===== config.mk =====
export PLATFORM = sky130hd
export DESIGN_NAME = fixed_sqrt
export DESIGN_NICKNAME = d
export VERILOG_FILES = /design/src/rtl/rm_fixed_pkg.sv /design/src/rtl/fixed_sqrt.sv
export SDC_FILE = /design/constraint.sdc
export NUM_CORES = 1
export LEC_CHECK = 0
export ABC_CLOCK_PERIOD_IN_PS = 4330
export CORE_ASPECT_RATIO = 0.8
export CORE_MARGIN = 8
export CORE_UTILIZATION = 50
export CTS_BUF_LIST = sky130_fd_sc_hd__clkbuf_8
export CTS_CLUSTER_DIAMETER = 150
export CTS_CLUSTER_SIZE = 30
export DETAILED_ROUTE_END_ITERATION = 6
export HOLD_SLACK_MARGIN = 0.03
export PLACE_DENSITY_LB_ADDON = 0.15
export SLEW_MARGIN = 40
export SYNTH_ARGS = -nofsm -noshare
export SYNTH_HDL_FRONTEND = slang
export SYNTH_SLANG_ARGS = --single-unit

===== constraint.sdc =====
create_clock -name clk -period 4.33 [get_ports clk]
set_clock_uncertainty 0.1 [all_clocks]
set_input_delay 0.6495 -clock clk [delete_from_list [all_inputs] [get_ports clk]]
set_output_delay 0.6495 -clock clk [all_outputs]
set_load 0.005 [all_outputs]

===== src/rtl/rm_fixed_pkg.sv =====
// Shared Q8.24 fixed-point definitions used by fixed_sqrt and inv_sqrt.
// Holds the default word geometry, common constants and the iterative-unit state type.
package rm_fixed_pkg;

    localparam int FX_WIDTH     = 32;
    localparam int FX_FRAC_BITS = 24;

    localparam logic [FX_WIDTH-1:0] FP_ONE  = 32'h0100_0000;
    localparam logic [FX_WIDTH-1:0] FP_HALF = 32'h0080_0000;
    localparam logic [FX_WIDTH-1:0] FP_TWO  = 32'h0200_0000;

    typedef enum logic [1:0] {
        IDLE = 2'd0,
        CALC = 2'd1,
        DONE = 2'd2
    } fx_state_t;

endpackage


===== src/rtl/fixed_sqrt.sv =====
// Q8.24 square root by radix-2 digit recurrence, one root bit per cycle.
// Negative radicands short-circuit to DONE with neg_err set and a zero root.
module fixed_sqrt
    import rm_fixed_pkg::*;
#(
    parameter int WIDTH     = FX_WIDTH,
    parameter int FRAC_BITS = FX_FRAC_BITS
) (
    input  logic             clk,
    input  logic             rst,
    input  logic [WIDTH-1:0] x_in,
    input  logic             in_valid,
    output logic             in_ready,
    output logic [WIDTH-1:0] sqrt_out,
    output logic             neg_err,
    output logic             out_valid,
    input  logic             out_ready
);

    localparam int RAD_W  = WIDTH + FRAC_BITS;
    localparam int ROOT_W = RAD_W / 2;
    localparam int REM_W  = ROOT_W + 2;
    localparam int CNT_W  = $clog2(ROOT_W);

    localparam logic [CNT_W-1:0] LAST_ITER = CNT_W'(ROOT_W - 1);

    fx_state_t state, next_state;

    logic [RAD_W-1:0]  rad;
    logic [ROOT_W-1:0] root;
    logic [REM_W-1:0]  rem;
    logic [CNT_W-1:0]  cnt;

    logic              accept;
    logic              x_neg;
    logic [REM_W+1:0]  shifted;
    logic [REM_W+1:0]  trial;
    logic              no_borrow;

    assign in_ready  = (state == IDLE);
    assign out_valid = (state == DONE);
    assign accept    = in_valid && in_ready;
    assign x_neg     = x_in[WIDTH-1];
    assign sqrt_out  = {{(WIDTH-ROOT_W){1'b0}}, root};

    // Bring down the next radicand digit pair and test it against 4*root+1.
    always_comb begin
        shifted   = {rem, rad[RAD_W-1 -: 2]};
        trial     = {2'b00, root, 2'b01};
        no_borrow = (shifted >= trial);
    end

    always_ff @(posedge clk or posedge rst) begin
        if (rst) begin
            state <= IDLE;
        end else begin
            state <= next_state;
        end
    end

    always_comb begin
        next_state = state;
        case (state)
            IDLE: begin
                if (accept) begin
                    next_state = x_neg ? DONE : CALC;
                end
            end
            CALC: begin
                if (cnt == '0) begin
                    next_state = DONE;
                end
            end
            DONE: begin
                if (out_ready) begin
                    next_state = IDLE;
                end
            end
            default: next_state = IDLE;
        endcase
    end

    always_ff @(posedge clk or posedge rst) begin
        if (rst) begin
            rad     <= '0;
            root    <= '0;
            rem     <= '0;
            cnt     <= '0;
            neg_err <= 1'b0;
        end else begin
            case (state)
                IDLE: begin
                    if (accept) begin
                        root <= '0;
                        rem  <= '0;
                        if (x_neg) begin
                            rad     <= '0;
                            cnt     <= '0;
                            neg_err <= 1'b1;
                        end else begin
                            rad     <= {x_in, {FRAC_BITS{1'b0}}};
                            cnt     <= LAST_ITER;
                            neg_err <= 1'b0;
                        end
                    end
                end
                CALC: begin
                    rad <= rad << 2;
                    if (no_borrow) begin
                        rem  <= REM_W'(shifted - trial);
                        root <= {root[ROOT_W-2:0], 1'b1};
                    end else begin
                        rem  <= REM_W'(shifted);
                        root <= {root[ROOT_W-2:0], 1'b0};
                    end
                    if (cnt != '0) begin
                        cnt <= cnt - 1'b1;
                    end
                end
                default: begin
                end
            endcase
        end
    end

endmodule


# Word-level counts from Yosys, hierarchy flattened
# Index checks and enable logic that the tools add are counted.
word_totals:
  ff_bits: 122
  latchBits: 0
  mem_bits_rw: 0
  romBits: 0
  inputBits: 36
  output_inout_bits: 35
  n_memories: 0
op_classes:
  add_sub_neg: 2
  multipliers: 0
  div: 0
  order_cmp: 1
  n_eq_ne: 6
  n_shift: 0
  mux: 19
  bitwise: 0
  n_reduce_logical: 9
ops:
  columns: ["op", "count"]
  rows:
  - ["one-hot mux 56 bit (2 select lines)", 1]
  - ["2-to-1 mux 30 bit", 2]
  - ["one-hot mux 30 bit (2 select lines)", 1]
  - ["2-to-1 mux 56 bit", 1]
  - ["one-hot mux 28 bit (2 select lines)", 1]
  - ["2-to-1 mux 55 bit", 1]
  - [">= comparator 32 x 30 -> 1 bit", 1]
  - ["subtractor 30 bit", 1]
  - ["2-to-1 mux 28 bit", 1]
  - ["2-to-1 mux 5 bit", 3]
  - ["one-hot mux 5 bit (2 select lines)", 1]
  - ["2-to-1 mux 2 bit", 4]
  - ["one-hot mux 2 bit (3 select lines)", 1]
  - ["AND reduction 3 bit", 2]
  - ["logical NOT 5 bit", 1]
  - ["nonzero test 5 bit", 1]
  - ["subtractor 5 x 1 -> 5 bit, second input constant", 1]
  - ["inequality test 2 x 1 -> 1 bit, second input constant", 2]
  - ["inequality test 2 bit, second input constant", 2]
  - ["AND reduction 2 bit", 2]
  - ["equality test 2 x 1 -> 1 bit, second input constant", 1]
  - ["equality test 2 bit, second input constant", 1]
  - ["logical NOT 2 bit", 1]
  - ["2-to-1 mux 1 bit", 2]
  - ["2 further kinds", 2]

# Depth between registers and ports, before layout
logic_depth:
  ltp_word: 4
  ltp_mapped: 12
  ltp_nobuf: 11

# Worst setup path after synthesis
# No wires, ideal clock.
synth_timing:
  path_kind: "reg-to-reg"
  start: "register root[11]"
  end: "register rem[1]"
  setup_time_ps: 121
  arrival_time_ps: 2521
  setup_slack_ps: 1588
  path_stages_with_launch: 12
  n_path_buf: 2
  cell_sequence: "dfrtp_1 inv_1 ha_1 buf_2 nand4_2 or4_1 o211ai_1 a41oi_1 o31a_2 buf_6 mux2i_1 a22o_1"
synth_between:
  elab_chain_cells: 3
synth_rtl:
  columns: ["item", "line", "source"]
  rows:
  - ["from (decl)", "fixed_sqrt.sv:30", "logic [ROOT_W-1:0] root;"]
  - ["from (signal assigned)", "fixed_sqrt.sv:111", "root <= {root[ROOT_W-2:0], 1'b1};"]
  - ["from (signal assigned)", "fixed_sqrt.sv:114", "root <= {root[ROOT_W-2:0], 1'b0};"]
  - [">= comparator 32 x 30 -> 1 bit", "fixed_sqrt.sv:50", "no_borrow = (shifted >= trial);"]
  - ["2-to-1 mux 30 bit", "fixed_sqrt.sv:109", "if (no_borrow) begin"]
  - ["one-hot mux 30 bit (2 select lines)", "fixed_sqrt.sv:91", "case (state)"]
  - ["to (signal assigned)", "fixed_sqrt.sv:110", "rem <= REM_W'(shifted - trial);"]
  - ["to (signal assigned)", "fixed_sqrt.sv:113", "rem <= REM_W'(shifted);"]
  - ["to (decl)", "fixed_sqrt.sv:31", "logic [REM_W-1:0] rem;"]
# Every way passes these cells.
# A chain may end at the register's enable or synchronous reset.

# Worst setup path after layout
layout_timing:
  start: "register root[23]"
  end: "register root[0]"
layout_between:
  elab_chain_cells: 3
layout_rtl:
  columns: ["item", "line"]
  rows:
  - [">= comparator 32 x 30 -> 1 bit", "fixed_sqrt.sv:50"]
  - ["2-to-1 mux 1 bit", "fixed_sqrt.sv:109"]
  - ["one-hot mux 28 bit (2 select lines)", "fixed_sqrt.sv:91"]
# Every way passes these cells.

==> impl_metrics.ini <==
[status]
status = finished clean

[synth]
synth_seq_cells = 98
synth_area_sq_mm = 0.00560
synthesis.area_per_instance_sq_um = 9.19
async_flop_share_pct = 100
synth.top_cell.area_share_pct = 43.8
synthCells = 609
synthTopCellsByCount = dfrtp_1, o22ai_1, a21oi_1, nor2_1, nand2_1
synth-edff-count = 0
synthXorXnorAreaFrac_pct = 4.69
synth_top_flop_cell = dfrtp_1
muxShareOfSynthArea_pct = 3.04
ys_seq_area_share_pct = 43.8
yosysMostFrequentCell = dfrtp_1
synth_top_family_by_area = compound AO/OA/AOI/OAI gates
synth_simple_gate_area_share_pct = 10.5
yosys.area.top_type = dfrtp_1
yosys.area_share.adder_pct = 7.15
yosysWarnings = 0
ys_types = 51
synth.top_cells.by_area = dfrtp_1, ha_1, o22ai_1, a21oi_1, nor2_1
synth_compound_area_share_pct = 25.0

[drt]
drt-met1-wl_um = 6420
wire_per_inst_um = 16.6
antenna_left = 0
drc = 0
met3_length_um = 725
wl_um = 13400
vias = 4705
first_pass_iters = 5
dr.max_layer_used = met4
vias_per_cell = 5.84
wl_met2_um = 6090
drt_iter0_markers = 356

[worst_setup_path]
crit_path_cell_trace = inv_1 -> ha_1 -> a21o_1 -> a21o_1 -> a21o_1 -> a21o_1 -> a2111oi_0 -> o31a_4 -> nand2b_4 -> o21ai_0
arrival_ns = 3.39
cpMostUsedCell = a21o_1
max_stage_delay_ns = 0.55
cp-start-kind = flip-flop
critPathMaxFanout = 31
path_class = flip-flop to flip-flop
endpoint_kind = flip-flop
cp_slowest_cell = o31a_4
critPathRequiredTime_ns = 4.47

[floorplan]
initial_core_util_pct = 51.4
io_pins = 71
die_x_um = 134
rows = 34
dieArea_sq_mm = 0.0149
die_h_um = 111
core-area_sq_mm = 0.0109

[clock_tree]
cts_hold_buf = 0
numCtsBuffers = 9
post_cts_buffers = 0
ctsResizeCount = 0
tritoncts = built
cts.sinks = 98
clkLatencyLatePin_ns = 0.37
cts_root_buf = clkbuf_8
clk_pin_slew_worst_paths_ns = 0.09
h-tree-depth = 3
clk_path_buf_depth = 2

[global_routing]
grt_pass1_vias = 4666
grt_max_degree = 82
overflow = 0
track_usage_pct = 18.0
grt_pass1_wl_um = 22500
antenna_found_initial = 0

[pwr]
power.density_mw_per_mm2 = 773
ir_drop_mv = 0.366
internal_power_uw = 2820
power_frac_seq_pct = 27.8
leakage_uw = 0.00287
p_comb_share_pct = 60.5
p_sw_uw = 2260
finalPower_uw = 5080
pwr-share-clk_pct = 11.8
sw_frac_of_total_pct = 44.5

[timing]
timing.final.crit_share_pct = 75.1
hold_violations = 0
setup_viol = 0
max_slew_margin_pct = 51.9
setup-tns-final_ns = 0
clock.fmax_mhz = 308
period_minus_slack_ns = 3.25
rsz0062_at_grt = false
setup_ws_ns = 1.08
worst_slew_pin_slew_ns = 0.722
fin_hold_ws_ns = 0.409
report.final.slew_viol_count = 0

[layout]
nets = 725
fillers = 991
antenna-diode-count = 0
area_growth_pct = 17.3
fin_cells = 806
drive_above_1_share_pct = 5.29

[place]
place_ws_ns = 0.897
hpwlAfterDp_um = 9580
port_buffers = 66
dp.cells = 790
gp_congestion = 0.901

[run]
drv_cap = 0

[hold_path]
hp-class = flip-flop to flip-flop
==> power by group through the flow <==
stage,clock (uW),sequential (uW),combinational [uW]
2_1_floorplan,0,1370,2420
3_3_place_gp,0,1410,2940
3_5_place_dp,0,1420,3030
4_1_cts,612,1410,3050
5_1_grt,648,1450,3410
6_report,598,1410,3070
==> state kept, by name, indices dropped and copies added (netlist names) <==
name / cells
state: 2
neg_err: 1
rem: 30
cnt: 5
root: 28
rad: 32
==> final timing paths <==
path	from	to	slack, ns	cells after the start
setup reg to reg	root[23]$_DFFE_PP0P_	root[0]$_DFFE_PP0P_	1.08	10
min in group asynchronous	rst	root[2]$_DFFE_PP0P_	0.68	2
setup / recovery	root[23]$_DFFE_PP0P_	root[0]$_DFFE_PP0P_	1.08	10
max in group asynchronous	rst	rem[10]$_DFFE_PP0P_	2.80	3
hold reg to reg	rem[28]$_DFFE_PP0P_	rem[28]$_DFFE_PP0P_	0.41	2
hold / removal	rem[28]$_DFFE_PP0P_	rem[28]$_DFFE_PP0P_	0.41	2
==> cell type report <==
class                           instances  area [sq um]  share of cell area [%]
Tap cell                              144           180                    2.74
Clock buffer                           10           138                    2.10
Clock inverter                          6          57.6                   0.876
Inverter                               37           144                    2.19
Multi-Input combinational cell        437          2860                    43.5
Timing Repair Buffer                   74           741                    11.3
Sequential cell                        98          2450                    37.3
==> cells by family after synthesis <==
logic type | Yosys count
buf+inv | 77
flops | 98
simple gates | 131
compound gates | 223
xor+xnor | 30
fa+ha+maj | 32
other cells | 1
mux | 17
==> layer usage <==
metal | vias to the layer above | GRT usage, %
met1 | 2287 | 24.2
li1 | 2292 | -
met4 | 0 | 4.63
met3 | 13 | 4.71
met5 | - | 0
met2 | 113 | 28.3
==> per-stage QoR <==
step,cell area (sq um),utilization (%)
final,6570,60.3
after global routing,6570,60.3
after CTS,6560,60.2
after detailed placement,6360,58.4
after global placement,6330,58.2
after floorplan,5610,-
==> worst max-delay path, delay by kind of cell, from the launching register on <==
kind | cells | cell delay, ns
adders and majority gates | 1 | 0.40
AOI/OAI and AO/OA | 7 | 1.89
buffers and inverters | 1 | 0.07
DFF | 1 | 0.36
and+or+nand+nor | 1 | 0.31
==> cell usage in the layout, fill, tap and decap left out, types with 4 or more instances in the layout <==
cell type        count
dfrtp_1             98
clkdlybuf4s50_1     66
o22ai_1             55
a21oi_1             49
nor2_1              47
nand2_1             46
inv_1               37
o21ai_0             32
ha_1                32
o21ai_1             19
xnor2_1             18
mux2i_1             17
a21o_1              17
xor2_1              12
a32oi_1             12
clkbuf_8            10
nor3_1               7
buf_4                7
a31oi_1              6
nand3_1              5
o21a_1               5
nand2b_1             5
nand4_1              5
o211ai_1             4
conb_1               4
Note: power is estimated with default switching activity, not from simulation.
